$ cat config.mk
export PLATFORM = sky130hd
export DESIGN_NAME = sysid_arbiter
export DESIGN_NICKNAME = d
export VERILOG_FILES = /design/src/rtl/sysid_arbiter_pkg.sv /design/src/rtl/sysid_rr_arb2.sv /design/src/rtl/sysid_arbiter.sv
export SDC_FILE = /design/constraint.sdc
export NUM_CORES = 1
export LEC_CHECK = 0
export CAP_MARGIN = 5
export CORE_UTILIZATION = 25
export CTS_CLUSTER_SIZE = 16
export DETAILED_ROUTE_END_ITERATION = 7
export PLACE_DENSITY = 0.44
export SYNTH_ARGS = -nofsm -noshare
export SYNTH_HDL_FRONTEND = slang
export SYNTH_SLANG_ARGS = --single-unit
$ cat constraint.sdc
create_clock -name clock -period 2.6 [get_ports clock]
set_clock_uncertainty 0.15 [all_clocks]
set_input_delay 0.52 -clock clock [delete_from_list [all_inputs] [get_ports clock]]
set_output_delay 0.52 -clock clock [all_outputs]
set_load 0.01 [all_outputs]
$ cat src/rtl/sysid_arbiter_pkg.sv
// Shared types and constants for the system-ID arbiter.
package sysid_arbiter_pkg;

  typedef enum logic [1:0] {
    ChkId,
    ChkTs,
    ChkEnd,
    Arb
  } state_e;

  localparam logic ADDR_ID = 1'b0;
  localparam logic ADDR_TS = 1'b1;

  localparam int unsigned MISMATCH_W = 8;

endpackage

$ cat src/rtl/sysid_rr_arb2.sv
// Two-way round-robin arbiter; the master not granted last wins a tie.
module sysid_rr_arb2 (
  input  logic       clock,
  input  logic       reset,
  input  logic [1:0] req,
  input  logic       advance,
  output logic [1:0] gnt
);

  // 1 = master 1 held the most recent grant
  logic last_grant_q, last_grant_d;

  always_comb begin
    gnt = 2'b00;
    if (advance) begin
      case (req)
        2'b01:   gnt = 2'b01;
        2'b10:   gnt = 2'b10;
        2'b11:   gnt = last_grant_q ? 2'b01 : 2'b10;
        default: gnt = 2'b00;
      endcase
    end
  end

  always_comb begin
    last_grant_d = last_grant_q;
    if (|gnt) last_grant_d = gnt[1];
  end

  always_ff @(posedge clock) begin
    if (reset) begin
      last_grant_q <= 1'b1;
    end else begin
      last_grant_q <= last_grant_d;
    end
  end

endmodule

$ cat src/rtl/sysid_arbiter.sv
// Shares the read-only sysid slave between two masters after checking the
// ID and timestamp words against their expected values.
module sysid_arbiter
  import sysid_arbiter_pkg::*;
#(
  parameter logic [31:0] EXPECTED_ID = 32'h0000_0000,
  parameter logic [31:0] EXPECTED_TS = 32'h5C00_A374
) (
  input  logic                  clock,
  input  logic                  reset,
  input  logic                  m0_read,
  input  logic                  m0_address,
  output logic                  m0_waitrequest,
  output logic [31:0]           m0_readdata,
  output logic                  m0_readdatavalid,
  input  logic                  m1_read,
  input  logic                  m1_address,
  output logic                  m1_waitrequest,
  output logic [31:0]           m1_readdata,
  output logic                  m1_readdatavalid,
  output logic                  sid_address,
  input  logic [31:0]           sid_readdata,
  input  logic                  recheck,
  output logic                  boot_done,
  output logic                  boot_ok,
  output logic [MISMATCH_W-1:0] mismatch_cnt
);

  state_e                state_q, state_d;
  logic [31:0]           id_cap_q, ts_cap_q;
  logic                  boot_done_q, boot_ok_q;
  logic [MISMATCH_W-1:0] mismatch_cnt_q;
  logic                  rdv0_q, rdv1_q;
  logic [31:0]           rd0_q, rd1_q;
  logic [1:0]            gnt;
  logic                  in_arb, advance, check_pass;

  assign in_arb     = (state_q == Arb);
  // No grant in the recheck cycle or while reset discards the response path
  assign advance    = in_arb && !recheck && !reset;
  assign check_pass = (id_cap_q == EXPECTED_ID) && (ts_cap_q == EXPECTED_TS);

  sysid_rr_arb2 u_arb (
    .clock   (clock),
    .reset   (reset),
    .req     ({m1_read, m0_read}),
    .advance (advance),
    .gnt     (gnt)
  );

  always_comb begin
    state_d     = state_q;
    sid_address = ADDR_ID;
    unique case (state_q)
      ChkId: begin
        sid_address = ADDR_ID;
        state_d     = ChkTs;
      end
      ChkTs: begin
        sid_address = ADDR_TS;
        state_d     = ChkEnd;
      end
      ChkEnd: state_d = Arb;
      Arb: begin
        sid_address = gnt[1] ? m1_address : m0_address;
        if (recheck) state_d = ChkId;
      end
      default: state_d = ChkId;
    endcase
  end

  assign m0_waitrequest = !in_arb || reset || (m0_read && !gnt[0]);
  assign m1_waitrequest = !in_arb || reset || (m1_read && !gnt[1]);

  always_ff @(posedge clock) begin
    if (reset) begin
      state_q        <= ChkId;
      id_cap_q       <= '0;
      ts_cap_q       <= '0;
      boot_done_q    <= 1'b0;
      boot_ok_q      <= 1'b0;
      mismatch_cnt_q <= '0;
      rdv0_q         <= 1'b0;
      rdv1_q         <= 1'b0;
      rd0_q          <= '0;
      rd1_q          <= '0;
    end else begin
      state_q <= state_d;
      if (state_q == ChkId) id_cap_q <= sid_readdata;
      if (state_q == ChkTs) ts_cap_q <= sid_readdata;
      if (state_q == ChkEnd) begin
        boot_done_q <= 1'b1;
        boot_ok_q   <= check_pass;
        if (!check_pass && (mismatch_cnt_q != '1)) mismatch_cnt_q <= mismatch_cnt_q + 1'b1;
      end
      if (in_arb && recheck) begin
        boot_done_q <= 1'b0;
        boot_ok_q   <= 1'b0;
      end
      rdv0_q <= gnt[0];
      rdv1_q <= gnt[1];
      if (gnt[0]) rd0_q <= sid_readdata;
      if (gnt[1]) rd1_q <= sid_readdata;
    end
  end

  assign boot_done        = boot_done_q;
  assign boot_ok          = boot_ok_q;
  assign mismatch_cnt     = mismatch_cnt_q;
  assign m0_readdatavalid = rdv0_q;
  assign m1_readdatavalid = rdv1_q;
  assign m0_readdata      = rd0_q;
  assign m1_readdata      = rd1_q;

endmodule

==> impl_metrics.csv <==
group,metric,value,unit
synthesis,synth-edff-count,0,
layout,layout_common_cells,"141 x dfxtp_1, 131 x nand2_1, 112 x clkdlybuf4s50_1, 72 x nor2_1, 68 x mux2i_1",
synthesis,synth_cells,589,
routing,post_drt_wl_per_cell,15.2,microns
layout,fill_cells,2140,
place,routabilityCongestion,0.707,
layout,mostFrequentLayoutCell,"dfxtp_1",
synthesis,synth_cell_types,39,
floorplanning,io-pin-count,118,
routing,drtIter0Drc,178,
timing,maxSlewHeadroom,0.337,
floorplanning,die_h,151,microns
synthesis,synthesis.nets,634,
setup_path,critPathMaxStageDelay,0.36,ns
setup_path,worst-setup-path-type,"flip-flop to output port",
layout,fin_cells,1000,
layout,final_core_util,0.366,
pwr,power_density,880,nW/um^2
floorplanning,num_rows,53,
clock_network,clkTransAtPathRegs,0.06,ns
place,dp_slack,-0.389,ns
synthesis,ys_seq_elements,143,
routing,firstDrtPassIters,4,
clock_network,worstSkewPairLatency,0.41,ns
routing,vias_per_cell,4.38,
timing,min_period_over_period,0.979,
setup_path,path_max_fanout,3,
floorplanning,start_util,0.258,
global_route,grt_overflow,0,
run_status,status,"complete, no violations",
layout,area_growth,41.6,%
routing,vias,4377,
setup_path,startpoint_type,"flip-flop",
timing,finalSetupTns,0,ns
clock_network,clockRootBuffer,"clkbuf_16",
global_route,antenna_found_initial,0,
synthesis,synth_area_per_cell,9.36,sq um
synthesis,ys_warn_count,0,
synthesis,synth_top_flop_cell,"dfxtp_1",
global_route,grt_first_pass_wirelength,24000,microns
clock_network,cts_buffers,17,
timing,hold_viol,0,
timing,whs,0.323,ns
layout,regArea,2870,sq um
clock_network,htreeDepth,4,
timing,min_period,2.55,ns
layout,layout-drive-gt1-share,0.108,
floorplanning,die_x,151,microns
global_route,grt_pass1_vias,4359,
place,portBuffers,117,
synthesis,ys_async_sr_fraction,0,
routing,drc,0,
place,hpwl,9640,microns
synthesis,yosysSeqAreaShare,0.519,
timing,setup_viol,0,
setup_path,critical_path_arrival,1.88,ns
timing,rsz0062_at_grt,"true",
place,dp.cells,959,
pwr,vdd_drop_max,0.000415,V
timing,timing_worst_slew_pin_value,0.994,ns
setup_path,crit_slowest_cell,"dfxtp_4",
routing,drtAntennaViolNets,0,
routing,routed_wl,15200,microns
floorplanning,core,21400,sq um
setup_path,cp_cell_sequence,"ha_4, nand2b_4, nor2_4, nand3_2, inv_4, mux2_4, a21o_1, buf_2",
layout,diodes,0,
setup_path,endpoint_kind,"output port",
global_route,grt_max_degree,103,
pwr,p_leak,3.26,nW
clock_network,cts-hold-fix-buffers,0,
synthesis,synth_area,5510,sq um
hold_path,min_path_type,"flip-flop to flip-flop",
layout,multiInputGateArea,2520,sq um
setup_path,worst-endpoint-required,1.93,ns
timing,fmax,0.393,GHz
clock_network,cts_tree,"done",
job,drv_cap,0,
timing,finalMaxSlewViolations,0,
clock_network,cts_sinks,143,
global_route,track_usage,0.139,
layout,nets,757,
floorplanning,dieArea,22700,sq um
clock_network,ctsLongestPathBuffers,2,
timing,fin_ws,0.0544,ns
==> layout make-up <==
type,instances,share of cell area
Sequential cell,143,0.367
Multi-Input combinational cell,404,0.323
Timing Repair Buffer,142,0.180
Clock buffer,23,0.0612
Tap cell,275,0.0441
Clock inverter,9,0.0231
Inverter,4,0.00224
==> Yosys cell counts, types with 2 or more instances <==
master | instances | area share
nand2_1 | 131 | 0.089
nor2_1 | 73 | 0.050
mux2_4 | 2 | 0.0054
clkbuf_1 | 23 | 0.016
inv_1 | 2 | 0.0014
nor4bb_1 | 2 | 0.0036
nor4_2 | 4 | 0.0091
nor4_1 | 7 | 0.0079
a211oi_1 | 3 | 0.0041
nand4_1 | 6 | 0.0068
buf_2 | 13 | 0.012
ha_1 | 6 | 0.014
and4b_1 | 2 | 0.0036
a21oi_1 | 5 | 0.0045
mux2i_1 | 68 | 0.12
nand2b_1 | 4 | 0.0045
nand3b_1 | 64 | 0.087
or4_1 | 3 | 0.0041
o31ai_1 | 3 | 0.0041
dfxtp_1 | 143 | 0.52
nand3_1 | 5 | 0.0045
nor2b_1 | 3 | 0.0034
==> registers in the layout, indices dropped and copies added (netlist names), 2 cells and up <==
signal	count
id_cap_q	32
m0_readdata	32
m1_readdata	32
mismatch_cnt	8
state_q	2
ts_cap_q	32
==> power breakdown <==
part / internal, mW / switching, mW
logic: 0.752 / 0.724
registers: 2.51 / 0.182
clock network: 1.78 / 0.921
total: 5.05 / 1.83
==> logic make-up after synthesis <==
| family | synth area share |
|---|---|
| multiplexers | 0.131 |
| AO/OA/AOI/OAI | 0.0166 |
| buffers and inverters | 0.0322 |
| flip-flops | 0.519 |
| AND/OR/NAND/NOR | 0.287 |
| adder cells (fa/ha/maj) | 0.0136 |
==> routing by layer <==
| metal | track usage | vias to the layer above | wire length, microns |
|---|---|---|---|
| li1 | - | 2221 | - |
| met1 | 0.184 | 2059 | 7450 |
| met2 | 0.223 | 91 | 7020 |
| met3 | 0.0367 | 6 | 649 |
| met4 | 0.0354 | 0 | 90 |
| met5 | 0 | - | 0 |
==> final timing paths <==
path,from,end,slack (ns),depth (start not counted)
setup / recovery,state_q[1]$_SDFFE_PP0P_,sid_address,0.05,8
hold / removal,m1_readdata[30]$_SDFFE_PP0P_,m1_readdata[30]$_SDFFE_PP0P_,0.32,2
setup reg to reg,id_cap_q[16]$_SDFFE_PP0N_,mismatch_cnt[4]$_SDFFE_PP0P_,0.29,6
hold reg to reg,m1_readdata[30]$_SDFFE_PP0P_,m1_readdata[30]$_SDFFE_PP0P_,0.32,2
==> critical path: cells and delay by family (launching register included) <==
| kind | cells | cell delay [ns] |
|---|---|---|
| flip-flops | 1 | 0.36 |
| AND/OR/NAND/NOR | 3 | 0.28 |
| buffers and inverters | 2 | 0.23 |
| AO/OA/AOI/OAI | 1 | 0.16 |
| multiplexers | 1 | 0.30 |
| adder cells (fa/ha/maj) | 1 | 0.14 |
==> what timing repair did <==
| action | 4_1_cts | 5_1_grt |
|---|---|---|
| pin swaps | 4 | 2 |
| buffers inserted | 4 | 4 |
| cloned | 1 | 0 |
| setup endpoints to repair | 3 | 2 |
| resized for setup | 15 | 6 |
==> stage by stage <==
| step | cell area (sq um) | total power [mW] |
|---|---|---|
| after floorplan | 5510 | 3.72 |
| after global placement | 7010 | 4.17 |
| after detailed placement | 7010 | 4.21 |
| after CTS | 7750 | 6.96 |
| after global routing | 7810 | 7.25 |
| final | 7810 | 6.87 |
Power figures use the tool's default switching activity.
